## src/rtl/vend_pkg.sv

```systemverilog
// vend_pkg: shared encodings for the vending controller.
// Modes, error codes, FSM states and a width helper.
package vend_pkg;

  localparam logic [1:0] MODE_BUY = 2'b00;
  localparam logic [1:0] MODE_WDR = 2'b01;
  localparam logic [1:0] MODE_SUP = 2'b10;
  localparam logic [1:0] MODE_PRC = 2'b11;

  typedef enum logic [2:0] {
    ERR_NONE  = 3'd0,
    ERR_ID    = 3'd1,
    ERR_STOCK = 3'd2,
    ERR_CASH  = 3'd3,
    ERR_MOVF  = 3'd4,
    ERR_SOVF  = 3'd5
  } err_e;

  typedef enum logic [1:0] {
    S_IDLE,
    S_CHECK,
    S_VEND,
    S_FINISH
  } state_e;

  // product id width, never below one bit
  function automatic int pid_w(input int n);
    return (n > 1) ? $clog2(n) : 1;
  endfunction

endpackage

```

## src/rtl/vend_if.sv

```systemverilog
// vend_if: request/response bundle of the vending controller.
// master drives requests, slave is the controller.
interface vend_if
  import vend_pkg::*;
#(
  parameter int N_PROD  = 8,
  parameter int MONEY_W = 8,
  parameter int QTY_W   = 4
);
  localparam int PID_W = pid_w(N_PROD);

  logic               start;
  logic [1:0]         mode;
  logic [PID_W-1:0]   product_id;
  logic [QTY_W-1:0]   quantity;
  logic [MONEY_W-1:0] money_in;
  logic               busy;
  logic               done;
  logic               red_light;
  logic [2:0]         err_code;
  logic               dispense;
  logic [MONEY_W-1:0] change_out;
  logic [MONEY_W-1:0] machine_money;

  modport master (
    output start,
    output mode,
    output product_id,
    output quantity,
    output money_in,
    input  busy,
    input  done,
    input  red_light,
    input  err_code,
    input  dispense,
    input  change_out,
    input  machine_money
  );

  modport slave (
    input  start,
    input  mode,
    input  product_id,
    input  quantity,
    input  money_in,
    output busy,
    output done,
    output red_light,
    output err_code,
    output dispense,
    output change_out,
    output machine_money
  );

endinterface

```

## src/rtl/vend_store.sv

```systemverilog
// vend_store: per-slot stock and price arrays.
// One combinational read port, one write port.
module vend_store
  import vend_pkg::*;
#(
  parameter int N_PROD  = 8,
  parameter int MONEY_W = 8,
  parameter int QTY_W   = 4,
  parameter int PID_W   = pid_w(N_PROD)
) (
  input  logic               clk,
  input  logic               rst_n,
  input  logic [PID_W-1:0]   rd_id,
  output logic [QTY_W-1:0]   rd_stock,
  output logic [MONEY_W-1:0] rd_price,
  input  logic               we,
  input  logic               wr_sel,
  input  logic [PID_W-1:0]   wr_id,
  input  logic [QTY_W-1:0]   wr_stock,
  input  logic [MONEY_W-1:0] wr_price
);

  logic [QTY_W-1:0]   stock [N_PROD];
  logic [MONEY_W-1:0] price [N_PROD];
  logic               rd_ok;
  logic               wr_ok;

  assign rd_ok = int'(rd_id) < N_PROD;
  assign wr_ok = int'(wr_id) < N_PROD;

  assign rd_stock = rd_ok ? stock[rd_id] : '0;
  assign rd_price = rd_ok ? price[rd_id] : '0;

  // write port: wr_sel picks price (1) or stock (0)
  always_ff @(posedge clk or negedge rst_n) begin
    if (!rst_n) begin
      for (int i = 0; i < N_PROD; i++) begin
        stock[i] <= '0;
        price[i] <= '0;
      end
    end else if (we && wr_ok) begin
      if (wr_sel) price[wr_id] <= wr_price;
      else        stock[wr_id] <= wr_stock;
    end
  end

endmodule

```

## src/rtl/vend_ctrl.sv

```systemverilog
// vend_ctrl: vending controller top with start/done handshake.
// FSM IDLE -> CHECK -> (VEND) -> FINISH, results held after done.
module vend_ctrl
  import vend_pkg::*;
#(
  parameter int N_PROD  = 8,
  parameter int MONEY_W = 8,
  parameter int QTY_W   = 4
) (
  input logic clk,
  input logic rst_n,
  vend_if.slave bus
);

  localparam int PID_W = pid_w(N_PROD);
  localparam int CW    = MONEY_W + QTY_W;
  localparam logic [CW:0] MM_MAX = (CW+1)'((1 << MONEY_W) - 1);

  state_e state, state_n;

  logic [1:0]         mode_q;
  logic [PID_W-1:0]   id_q;
  logic [QTY_W-1:0]   qty_q;
  logic [QTY_W-1:0]   cnt_q;
  logic [MONEY_W-1:0] money_q;
  logic [MONEY_W-1:0] mm_q;
  logic [MONEY_W-1:0] chg_q;
  logic [MONEY_W-1:0] chg_out_q;
  err_e               err_q;
  err_e               err_out_q;
  logic               done_q;
  logic               red_q;

  logic [QTY_W-1:0]   rd_stock;
  logic [MONEY_W-1:0] rd_price;
  logic               we;
  logic               wr_sel;
  logic [QTY_W-1:0]   wr_stock;
  logic [MONEY_W-1:0] wr_price;

  logic [CW-1:0]      cost;
  logic [CW:0]        msum;
  logic [QTY_W:0]     ssum;
  logic               id_ok;
  logic               accept;
  logic               mm_we;
  logic [MONEY_W-1:0] mm_n;
  logic [MONEY_W-1:0] chk_chg;
  err_e               chk_err;

  assign accept = (state == S_IDLE) && bus.start;
  assign id_ok  = int'(id_q) < N_PROD;
  assign cost   = CW'(rd_price) * CW'(qty_q);
  assign msum   = (CW+1)'(mm_q) + (CW+1)'(cost);
  assign ssum   = {1'b0, rd_stock} + {1'b0, qty_q};

  vend_store #(
    .N_PROD  (N_PROD),
    .MONEY_W (MONEY_W),
    .QTY_W   (QTY_W),
    .PID_W   (PID_W)
  ) u_store (
    .clk      (clk),
    .rst_n    (rst_n),
    .rd_id    (id_q),
    .rd_stock (rd_stock),
    .rd_price (rd_price),
    .we       (we),
    .wr_sel   (wr_sel),
    .wr_id    (id_q),
    .wr_stock (wr_stock),
    .wr_price (wr_price)
  );

  // state register
  always_ff @(posedge clk or negedge rst_n) begin
    if (!rst_n) state <= S_IDLE;
    else        state <= state_n;
  end

  // next state plus the single-cycle CHECK decision
  always_comb begin
    state_n  = state;
    we       = 1'b0;
    wr_sel   = 1'b0;
    wr_stock = rd_stock;
    wr_price = money_q;
    mm_we    = 1'b0;
    mm_n     = mm_q;
    chk_err  = ERR_NONE;
    chk_chg  = '0;
    unique case (state)
      S_IDLE: begin
        if (bus.start) state_n = S_CHECK;
      end
      S_CHECK: begin
        state_n = S_FINISH;
        if (!id_ok) begin
          chk_err = ERR_ID;
          if (mode_q == MODE_BUY) chk_chg = money_q;
        end else begin
          unique case (1'b1)
            (mode_q == MODE_BUY): begin
              chk_chg = money_q;
              if (qty_q == '0) begin
                chk_err = ERR_NONE;
              end else if (rd_stock < qty_q) begin
                chk_err = ERR_STOCK;
              end else if (cost > CW'(money_q)) begin
                chk_err = ERR_CASH;
              end else if (msum > MM_MAX) begin
                chk_err = ERR_MOVF;
              end else begin
                we       = 1'b1;
                wr_stock = rd_stock - qty_q;
                mm_we    = 1'b1;
                mm_n     = mm_q + cost[MONEY_W-1:0];
                chk_chg  = money_q - cost[MONEY_W-1:0];
                state_n  = S_VEND;
              end
            end
            (mode_q == MODE_WDR): begin
              chk_chg = mm_q;
              mm_we   = 1'b1;
              mm_n    = '0;
            end
            (mode_q == MODE_SUP): begin
              if (ssum[QTY_W]) begin
                chk_err = ERR_SOVF;
              end else begin
                we       = 1'b1;
                wr_stock = ssum[QTY_W-1:0];
              end
            end
            default: begin
              we     = 1'b1;
              wr_sel = 1'b1;
            end
          endcase
        end
      end
      S_VEND: begin
        if (cnt_q == QTY_W'(1)) state_n = S_FINISH;
      end
      S_FINISH: begin
        state_n = S_IDLE;
      end
      default: begin
        state_n = S_IDLE;
      end
    endcase
  end

  // request latch, cash, vend counter and held results
  always_ff @(posedge clk or negedge rst_n) begin
    if (!rst_n) begin
      mode_q    <= '0;
      id_q      <= '0;
      qty_q     <= '0;
      money_q   <= '0;
      cnt_q     <= '0;
      mm_q      <= '0;
      chg_q     <= '0;
      err_q     <= ERR_NONE;
      chg_out_q <= '0;
      err_out_q <= ERR_NONE;
      done_q    <= 1'b0;
      red_q     <= 1'b0;
    end else begin
      done_q <= 1'b0;
      if (accept) begin
        mode_q  <= bus.mode;
        id_q    <= bus.product_id;
        qty_q   <= bus.quantity;
        money_q <= bus.money_in;
        red_q   <= 1'b0;
      end
      if (state == S_CHECK) begin
        chg_q <= chk_chg;
        err_q <= chk_err;
        cnt_q <= qty_q;
      end
      if (state == S_VEND) cnt_q <= cnt_q - QTY_W'(1);
      if (mm_we) mm_q <= mm_n;
      if (state == S_FINISH) begin
        done_q    <= 1'b1;
        red_q     <= (err_q != ERR_NONE);
        chg_out_q <= chg_q;
        err_out_q <= err_q;
      end
    end
  end

  assign bus.busy          = (state != S_IDLE);
  assign bus.dispense      = (state == S_VEND);
  assign bus.done          = done_q;
  assign bus.red_light     = red_q;
  assign bus.err_code      = err_out_q;
  assign bus.change_out    = chg_out_q;
  assign bus.machine_money = mm_q;

endmodule

```

## src/flat_wrapper.sv

```systemverilog
// flat-port wrapper written by rule: the top's interface ports become plain ports
module vend_ctrl_flat import vend_pkg::*;
#(
  parameter int N_PROD  = 8,
  parameter int MONEY_W = 8,
  parameter int QTY_W   = 4
)
  (clk, rst_n, bus_start, bus_mode, bus_product_id, bus_quantity, bus_money_in, bus_busy, bus_done, bus_red_light, bus_err_code, bus_dispense, bus_change_out, bus_machine_money);
  vend_if #(.N_PROD(N_PROD), .MONEY_W(MONEY_W), .QTY_W(QTY_W)) bus_i ();
  input logic clk;
  input logic rst_n;
  input wire logic [$bits(bus_i.start)-1:0] bus_start;
  input wire logic [$bits(bus_i.mode)-1:0] bus_mode;
  input wire logic [$bits(bus_i.product_id)-1:0] bus_product_id;
  input wire logic [$bits(bus_i.quantity)-1:0] bus_quantity;
  input wire logic [$bits(bus_i.money_in)-1:0] bus_money_in;
  output wire logic [$bits(bus_i.busy)-1:0] bus_busy;
  output wire logic [$bits(bus_i.done)-1:0] bus_done;
  output wire logic [$bits(bus_i.red_light)-1:0] bus_red_light;
  output wire logic [$bits(bus_i.err_code)-1:0] bus_err_code;
  output wire logic [$bits(bus_i.dispense)-1:0] bus_dispense;
  output wire logic [$bits(bus_i.change_out)-1:0] bus_change_out;
  output wire logic [$bits(bus_i.machine_money)-1:0] bus_machine_money;
  assign bus_i.start = bus_start;
  assign bus_i.mode = bus_mode;
  assign bus_i.product_id = bus_product_id;
  assign bus_i.quantity = bus_quantity;
  assign bus_i.money_in = bus_money_in;
  assign bus_busy = bus_i.busy;
  assign bus_done = bus_i.done;
  assign bus_red_light = bus_i.red_light;
  assign bus_err_code = bus_i.err_code;
  assign bus_dispense = bus_i.dispense;
  assign bus_change_out = bus_i.change_out;
  assign bus_machine_money = bus_i.machine_money;
  vend_ctrl #(.N_PROD(N_PROD), .MONEY_W(MONEY_W), .QTY_W(QTY_W)) u_core (.clk(clk), .rst_n(rst_n), .bus(bus_i));
endmodule
```

## config.mk

```make
export PLATFORM = sky130hd
export DESIGN_NAME = vend_ctrl_flat
export DESIGN_NICKNAME = d
export VERILOG_FILES = /design/src/rtl/vend_pkg.sv /design/src/rtl/vend_if.sv /design/src/rtl/vend_store.sv /design/src/rtl/vend_ctrl.sv /design/src/flat_wrapper.sv
export SDC_FILE = /design/constraint.sdc
export NUM_CORES = 1
export LEC_CHECK = 0
export CAP_MARGIN = 20
export CORE_ASPECT_RATIO = 0.7
export CORE_MARGIN = 2
export CORE_UTILIZATION = 43
export CTS_BUF_LIST = sky130_fd_sc_hd__clkbuf_4
export CTS_CLUSTER_SIZE = 10
export DETAILED_ROUTE_END_ITERATION = 8
export SYNTH_ARGS = -nofsm -noshare
export SYNTH_HDL_FRONTEND = slang
export SYNTH_SLANG_ARGS = --single-unit
```

## constraint.sdc

```tcl
create_clock -name clk -period 16.62 [get_ports clk]
set_clock_uncertainty 0.05 [all_clocks]
set_input_delay 3.324 -clock clk [delete_from_list [all_inputs] [get_ports clk]]
set_output_delay 3.324 -clock clk [all_outputs]
set_load 0.005 [all_outputs]
```

== After elaboration in Yosys (flattened, before gate mapping) ==
Cells that the tools add are included.

* Bits in registers: 151
* Input port bits: 20
* Output and inout port bits: 23
* Word-level logic and storage cells: 129

* Reduce and logical (&&, ||, !) cells: 15
* Magnitude comparators: 5
* Multiply operators: 1
* $add $sub $neg: 6
* Bitwise logic cells: 2
* Multiplexer cells: 59
* Equal/unequal tests: 12

{| class="wikitable"
|+ Operators by type and width
! operator !! number
|-
| two-way mux 8 bit || 11
|-
| bitwise mux 64 bit || 1
|-
| two-way mux 4 bit || 11
|-
| bitwise mux 32 bit || 1
|-
| case mux 8 bit (2 select lines) || 2
|-
| binary-select mux 8 bit (select 3 bit) || 1
|-
| demux 8 bit (select 3 bit) || 1
|-
| two-way mux 3 bit || 5
|-
| adder 8 x 12 -> 13 bit || 1
|-
| > comparator 13 x 8 -> 1 bit, second input constant || 1
|-
| two-way mux 1 bit || 13
|-
| binary-select mux 4 bit (select 3 bit) || 1
|-
| demux 4 bit (select 3 bit) || 1
|-
| > comparator 12 x 8 -> 1 bit || 1
|-
| multiplier 8 x 4 -> 12 bit || 1
|-
| two-way mux 2 bit || 6
|-
| inequality test 2 bit, second input constant || 5
|-
| adder 8 bit || 1
|-
| case mux 2 bit (4 select lines) || 1
|-
| case mux 4 bit (2 select lines) || 1
|-
| nonzero test 2 bit || 4
|-
| subtractor 8 bit || 1
|-
| AND reduction 7 bit || 1
|-
| == test 2 bit, second input constant || 3
|-
| other kinds (20) || 25
|}

== Depth between registers and ports, before layout ==
* Depth in word-level cells: 14
* Gate-level depth with buffers: 26
* Mapped depth without buffers: 24

== Cells and area by module ==
A second synthesis with hierarchy kept.

* Cell total of the unflattened synthesis: 775
* Area total of the unflattened synthesis: 9,177.6 um^2

{| class="wikitable"
|+ By module, submodules not included
! module !! times used !! area each (um^2) !! cells an instance !! sequential area each (um^2)
|-
| vend_ctrl || 1 || 4,799.6 || 514 || 1,376.3
|-
| vend_store || 1 || 4,377.9 || 261 || 2,402.3
|}

== Worst setup path after synthesis ==
No wires, ideal clock.

* Path type: reg2reg
* Start: register u_core.id_q[0]
* End: register u_core.u_store.stock[12] (netlist name)
* Data arrival time: 6.032 ns
* Library setup time: 0.125 ns
* Period minus slack after synthesis: 6.207 ns
* Stages on the path, launching flop included: 25
* Path buffers: 3
* Data required time: 16.445 ns
* Path slack: 10.413 ns
* Cells stage by stage: dfrtp_1 > clkbuf_1 > clkbuf_1 > buf_1 > a311oi_1 > o221ai_1 > nand2_1 > fa_1 > inv_1 > fa_1 > inv_1 > fa_1 > nand2b_1 > nand2b_1 > a21o_1 > xor2_1 > ha_1 > a21o_1 > a21oi_1 > o41a_1 > and4b_1 > o21ai_0 > o31a_4 > nor3b_4 > mux2_2

* Cells in the longest elaborated chain, start to end: 14
* Elaborated cells on any way between the ends: 35
* Those cells by class: add/sub (3); mul (1); order compare (5); mux (23); bitwise (1); reduce/logical (2)

{| class="wikitable"
|+ RTL lines
! what !! RTL line !! RTL
|-
| start: declaration || vend_ctrl.sv:22 || <nowiki>logic [PID_W-1:0] id_q;</nowiki>
|-
| start signal: assignment || vend_ctrl.sv:173 || <nowiki>id_q <= bus.product_id;</nowiki>
|-
| NOT 3 -> 4 bit (implied by the code) * || vend_store.sv:31, vend_store.sv:32, vend_store.sv:43 ||
|-
| binary-select mux 8 bit (select 3 bit) || vend_store.sv:32 || <nowiki>assign rd_price = rd_ok ? price[rd_id] : '0;</nowiki>
|-
| two-way mux 8 bit (implied by the code) (2 in series) || vend_store.sv:32 ||
|-
| multiplier 8 x 4 -> 12 bit || vend_ctrl.sv:53 || <nowiki>assign cost = CW'(rd_price) * CW'(qty_q);</nowiki>
|-
| adder 8 x 12 -> 13 bit || vend_ctrl.sv:54 || <nowiki>assign msum = (CW+1)'(mm_q) + (CW+1)'(cost);</nowiki>
|-
| > comparator 13 x 8 -> 1 bit || vend_ctrl.sv:111 || <nowiki>end else if (msum > MM_MAX) begin</nowiki>
|-
| two-way mux 1 bit or two-way mux 4 bit (tied branches) || vend_ctrl.sv:111 ||
|-
| two-way mux 1 bit or two-way mux 4 bit (tied branches) || vend_ctrl.sv:109 || <nowiki>end else if (cost > CW'(money_q)) begin</nowiki>
|-
| two-way mux 1 bit or two-way mux 4 bit (tied branches) || vend_ctrl.sv:107 || <nowiki>end else if (rd_stock < qty_q) begin</nowiki>
|-
| two-way mux 1 bit or two-way mux 4 bit (tied branches) || vend_ctrl.sv:105 || <nowiki>if (qty_q == '0) begin</nowiki>
|-
| case mux 1 bit (3 select lines) or case mux 4 bit (2 select lines) (tied branches) || vend_ctrl.sv:102 || <nowiki>unique case (1'b1)</nowiki>
|-
| two-way mux 1 bit or two-way mux 4 bit (tied branches) || vend_ctrl.sv:92 || <nowiki>unique case (state)</nowiki>
|-
| AND reduction 2 bit (no source line) or bitwise mux 32 bit (tied branches) || -- ||
|-
| end signal: indexed assignment || vend_store.sv:43 || <nowiki>else stock[wr_id] <= wr_stock;</nowiki>
|-
| end: declaration || vend_store.sv:23 || <nowiki>logic [QTY_W-1:0] stock [N_PROD];</nowiki>
|}

Mark *: on every way between the ends. The rest lies on a longest branch, timed or not. The select of a mux whose other input is x is not followed.
A chain may end at the register's enable or synchronous reset.

== Worst setup path after layout ==
* Start: register u_core.id_q[2]
* End: register u_core.mm_q[2] (netlist: u_core.bus.machine_money[2])

* Cells in the longest elaborated chain, start to end: 14
* Elaborated cells on any way between the ends: 28
* Those cells by class: add/sub (2); mul (1); order compare (3); eq/ne (3); mux (17); bitwise (1); reduce/logical (1)

{| class="wikitable"
|+ RTL lines
! what !! RTL line !! RTL
|-
| NOT 3 -> 4 bit (implied by the code) * || vend_store.sv:31, vend_store.sv:32 ||
|-
| binary-select mux 8 bit (select 3 bit) || vend_store.sv:32 ||
|-
| two-way mux 8 bit (implied by the code) (2 in series) || vend_store.sv:32 ||
|-
| multiplier 8 x 4 -> 12 bit || vend_ctrl.sv:53 ||
|-
| adder 8 x 12 -> 13 bit || vend_ctrl.sv:54 ||
|-
| > comparator 13 x 8 -> 1 bit || vend_ctrl.sv:111 ||
|-
| two-way mux 1 bit || vend_ctrl.sv:111 ||
|-
| two-way mux 1 bit || vend_ctrl.sv:109 ||
|-
| two-way mux 1 bit || vend_ctrl.sv:107 ||
|-
| two-way mux 1 bit || vend_ctrl.sv:105 ||
|-
| case mux 1 bit (2 select lines) || vend_ctrl.sv:102 ||
|-
| two-way mux 1 bit || vend_ctrl.sv:92 ||
|-
| AND reduction 7 bit (no source line) || -- ||
|-
| end signal: assignment || vend_ctrl.sv:184 || <nowiki>if (mm_we) mm_q <= mm_n;</nowiki>
|-
| end: declaration || vend_ctrl.sv:26 || <nowiki>logic [MONEY_W-1:0] mm_q;</nowiki>
|}

Marks and branches as above.

==> impl_metrics.json <==
{
  "status": "finished clean",
  "fin_hold_ws_ns": 0.4430,
  "synthCells": 838,
  "ios": 43,
  "syn_area_um2": 8969,
  "timing.fmax_mhz": 131.0,
  "post-route-period-util_pct": 45.93,
  "end_kind": "register",
  "drive_gt1_share_pct": 18.62,
  "required_ns": 17.04,
  "worstSetupStartpointType": "register",
  "crit_slowest_cell": "nor2_1",
  "n_antenna_cell": 0,
  "synth_fp_nets": 930,
  "die_w_um": 176.6,
  "clk_pin_slew_ns": 0.12,
  "crit_family": "simple AND/OR/NAND/NOR gates",
  "yosysWarnings": 0,
  "fin_nets": 967,
  "clockBufferDepth": 2,
  "rsz0062_at_grt": "false",
  "wirelength_um": 23790,
  "crit_buf_inv": 4,
  "cts_buffers": 17,
  "synth_area_leader_cell": "dfrtp_1",
  "grt_overflow_total": 0,
  "drv_cap": 0,
  "hold_viol_final": 0,
  "worst_pin_slew_ns": 1.089,
  "routabilityCongestion": 0.8790,
  "ys_seq_elements": 151,
  "drc": 0,
  "synthFlopType": "dfrtp_1",
  "worstHoldPathType": "reg -> reg",
  "postCtsSetupBuffers": 0,
  "grt_max_degree": 78,
  "instances_no_fill": 1162,
  "slew_viol_final": 0,
  "synth_edf_count": 0,
  "grt_pass1_wl_um": 37720,
  "slowest_delay_ns": 0.74,
  "tns_ns": 0,
  "dieHeight_um": 124.8,
  "postSynthAreaPerCell_um2": 10.70,
  "netlist.area_leader.share_pct": 42.13,
  "antenna_found_initial": 0,
  "finish.instance_area_um2": 9953,
  "cts_tree": "built",
  "synthArstFlopShare_pct": 100.0,
  "coreArea_um2": 20590,
  "hold_buffers": 0,
  "ctsHtreeMaxLevel": 4,
  "critPathMaxFanout": 27,
  "start_util_pct": 43.56,
  "dr_total_vias": 6632,
  "placedInstanceArea_um2": 9669,
  "post_cts_resize_count": 0,
  "crit_chain": "buf_4 > clkinv_1 > nor2_1 > a221oi_1 > o221ai_1 > nand2_1 > fa_1 > inv_1 > fa_1 > inv_1 > fa_1 > nand2b_1 > nand2b_1 > a21o_1 > xor2_1 > ha_1 > a21o_1 > a21oi_1 > o41a_1 > and4b_1 > nor2_1 > nor2_2 > o21ai_1 > mux2_2",
  "grt_pass1_vias": 6398,
  "slew_headroom_pct": 27.15,
  "viasPerCell": 5.707,
  "crit_type": "reg -> reg",
  "drtPass1Iterations": 5,
  "die-area_um2": 22050,
  "grt_usage_pct": 22.72,
  "synth.most_common_cell": "dfrtp_1",
  "io_buffers": 42,
  "synth-seq-area-share_pct": 42.13,
  "wire_per_inst_um": 20.48,
  "root_buffer": "clkbuf_4",
  "setup_viol": 0,
  "syn2layout_area_growth_pct": 10.98,
  "dr.first_iter.drc_count": 599,
  "numClockSinks": 151,
  "dpl.cell_count": 1132,
  "dp_hpwl_um": 17750,
  "yosys.cell_types.count": 59,
  "synth_area_leaders": "dfrtp_1 (42%), mux2_2 (14%), ha_1 (7.8%), fa_1 (3.6%), o21ai_0 (2.6%)",
  "antenna_left": 0,
  "fillers": 1947,
  "min_period_ns": 7.634,
  "insertion_delay_ns": 0.59,
  "synthTopCellsByCount": "dfrtp_1 (151), mux2_2 (113), nand2_1 (62)",
  "arrival_ns": 8.05,
  "rows": 44,
  "cp_common_cell": "fa_1"
}
[per-stage QoR]
stage	setup slack (ns)	util [%]
after global routing	8.507	48.34
after global placement	9.116	46.96
after detailed placement	9.125	46.96
final	8.986	48.34
after floorplan	10.41	-
after CTS	9.105	48.34
[worst reg2reg max path: cells and delay by family, from the launching register on]
family / cells / cell delay, ns
AOI/OAI and AO/OA: 7 / 1.67
xor gates and xnor gates: 1 / 0.31
adders and majority gates: 4 / 1.95
buffers and inverters: 4 / 0.82
DFF: 1 / 0.35
muxes: 1 / 0.38
and+or+nand+nor: 7 / 2.00
[layout make-up]
type	count	area, µm²	area share [%]
multi-input combinational	604	4883	49.06
sequential	151	3779	37.96
timing repair buffer	47	459.2	4.613
tap	276	345.3	3.470
inverter	54	202.7	2.036
clock inverter	13	156.4	1.571
clock buffer	17	127.6	1.282
[state kept, by name, indices dropped and copies added (netlist names), 2 cells and up]
signal and count:
u_core.bus.change_out 8, u_core.chg_q 8, u_core.bus.err_code 3, u_core.u_store.price 64
u_core.state 2, u_core.mode_q 2, u_core.bus.machine_money 8, u_core.cnt_q 4
u_core.u_store.stock 32, u_core.id_q 3, u_core.err_q 3, u_core.qty_q 4
u_core.money_q 8
[placed cells by master, fill, tap and decap left out, types with 12 or more instances in the layout]
cell             count
dfrtp_1            151
mux2_2             113
nand2_1             62
ha_1                56
inv_1               53
nor2_1              51
o21ai_0             47
a21oi_1             44
clkdlybuf4s50_1     41
clkbuf_4            17
and2_1              16
fa_1                16
a221oi_1            14
nand2b_1            12
[kinds of logic after synthesis]
| logic type | share of synthesized area [%] |
|---|---|
| and+or+nand+nor | 11.24 |
| AOI/OAI and AO/OA | 13.77 |
| DFF | 42.13 |
| xor gates and xnor gates | 2.051 |
| buffers and inverters | 3.474 |
| adders and majority gates | 11.38 |
| muxes | 15.95 |
[path summary, 6_finish.rpt]
kind                                                       from                                       to  slack, ns  cells past startpoint
max in group asynchronous                                 rst_n      u_core.u_store.price[8]$_DFFE_PN0P_      12.37                      2
min                        u_core.u_store.price[56]$_DFFE_PN0P_     u_core.u_store.price[56]$_DFFE_PN0P_       0.44                      2
min in group asynchronous                                 rst_n     u_core.u_store.stock[15]$_DFFE_PN0P_       2.68                      1
max                                  u_core.id_q[2]$_DFFE_PN0P_  u_core.bus.machine_money[2]$_DFFE_PN0P_       8.99                     24
min reg2reg                u_core.u_store.price[56]$_DFFE_PN0P_     u_core.u_store.price[56]$_DFFE_PN0P_       0.44                      2
max reg2reg                          u_core.id_q[2]$_DFFE_PN0P_  u_core.bus.machine_money[2]$_DFFE_PN0P_       8.99                     24
[per-layer routing]
layer / track usage, % / vias to the layer above / share of wire, % / wire, µm
met2: 28.08 / 250 / 37 / 8915
met3: 7.234 / 19 / 9.3 / 2213
met4: 4.813 / 0 / 0.93 / 221
met5: 0 / - / 0 / 0
met1: 37.40 / 3285 / 52 / 12440
li1: - / 3078 / - / -
Power is left out: the tool's default activity adds up to more than one toggle a clock period on the data nets, which glitch-free logic cannot reach.
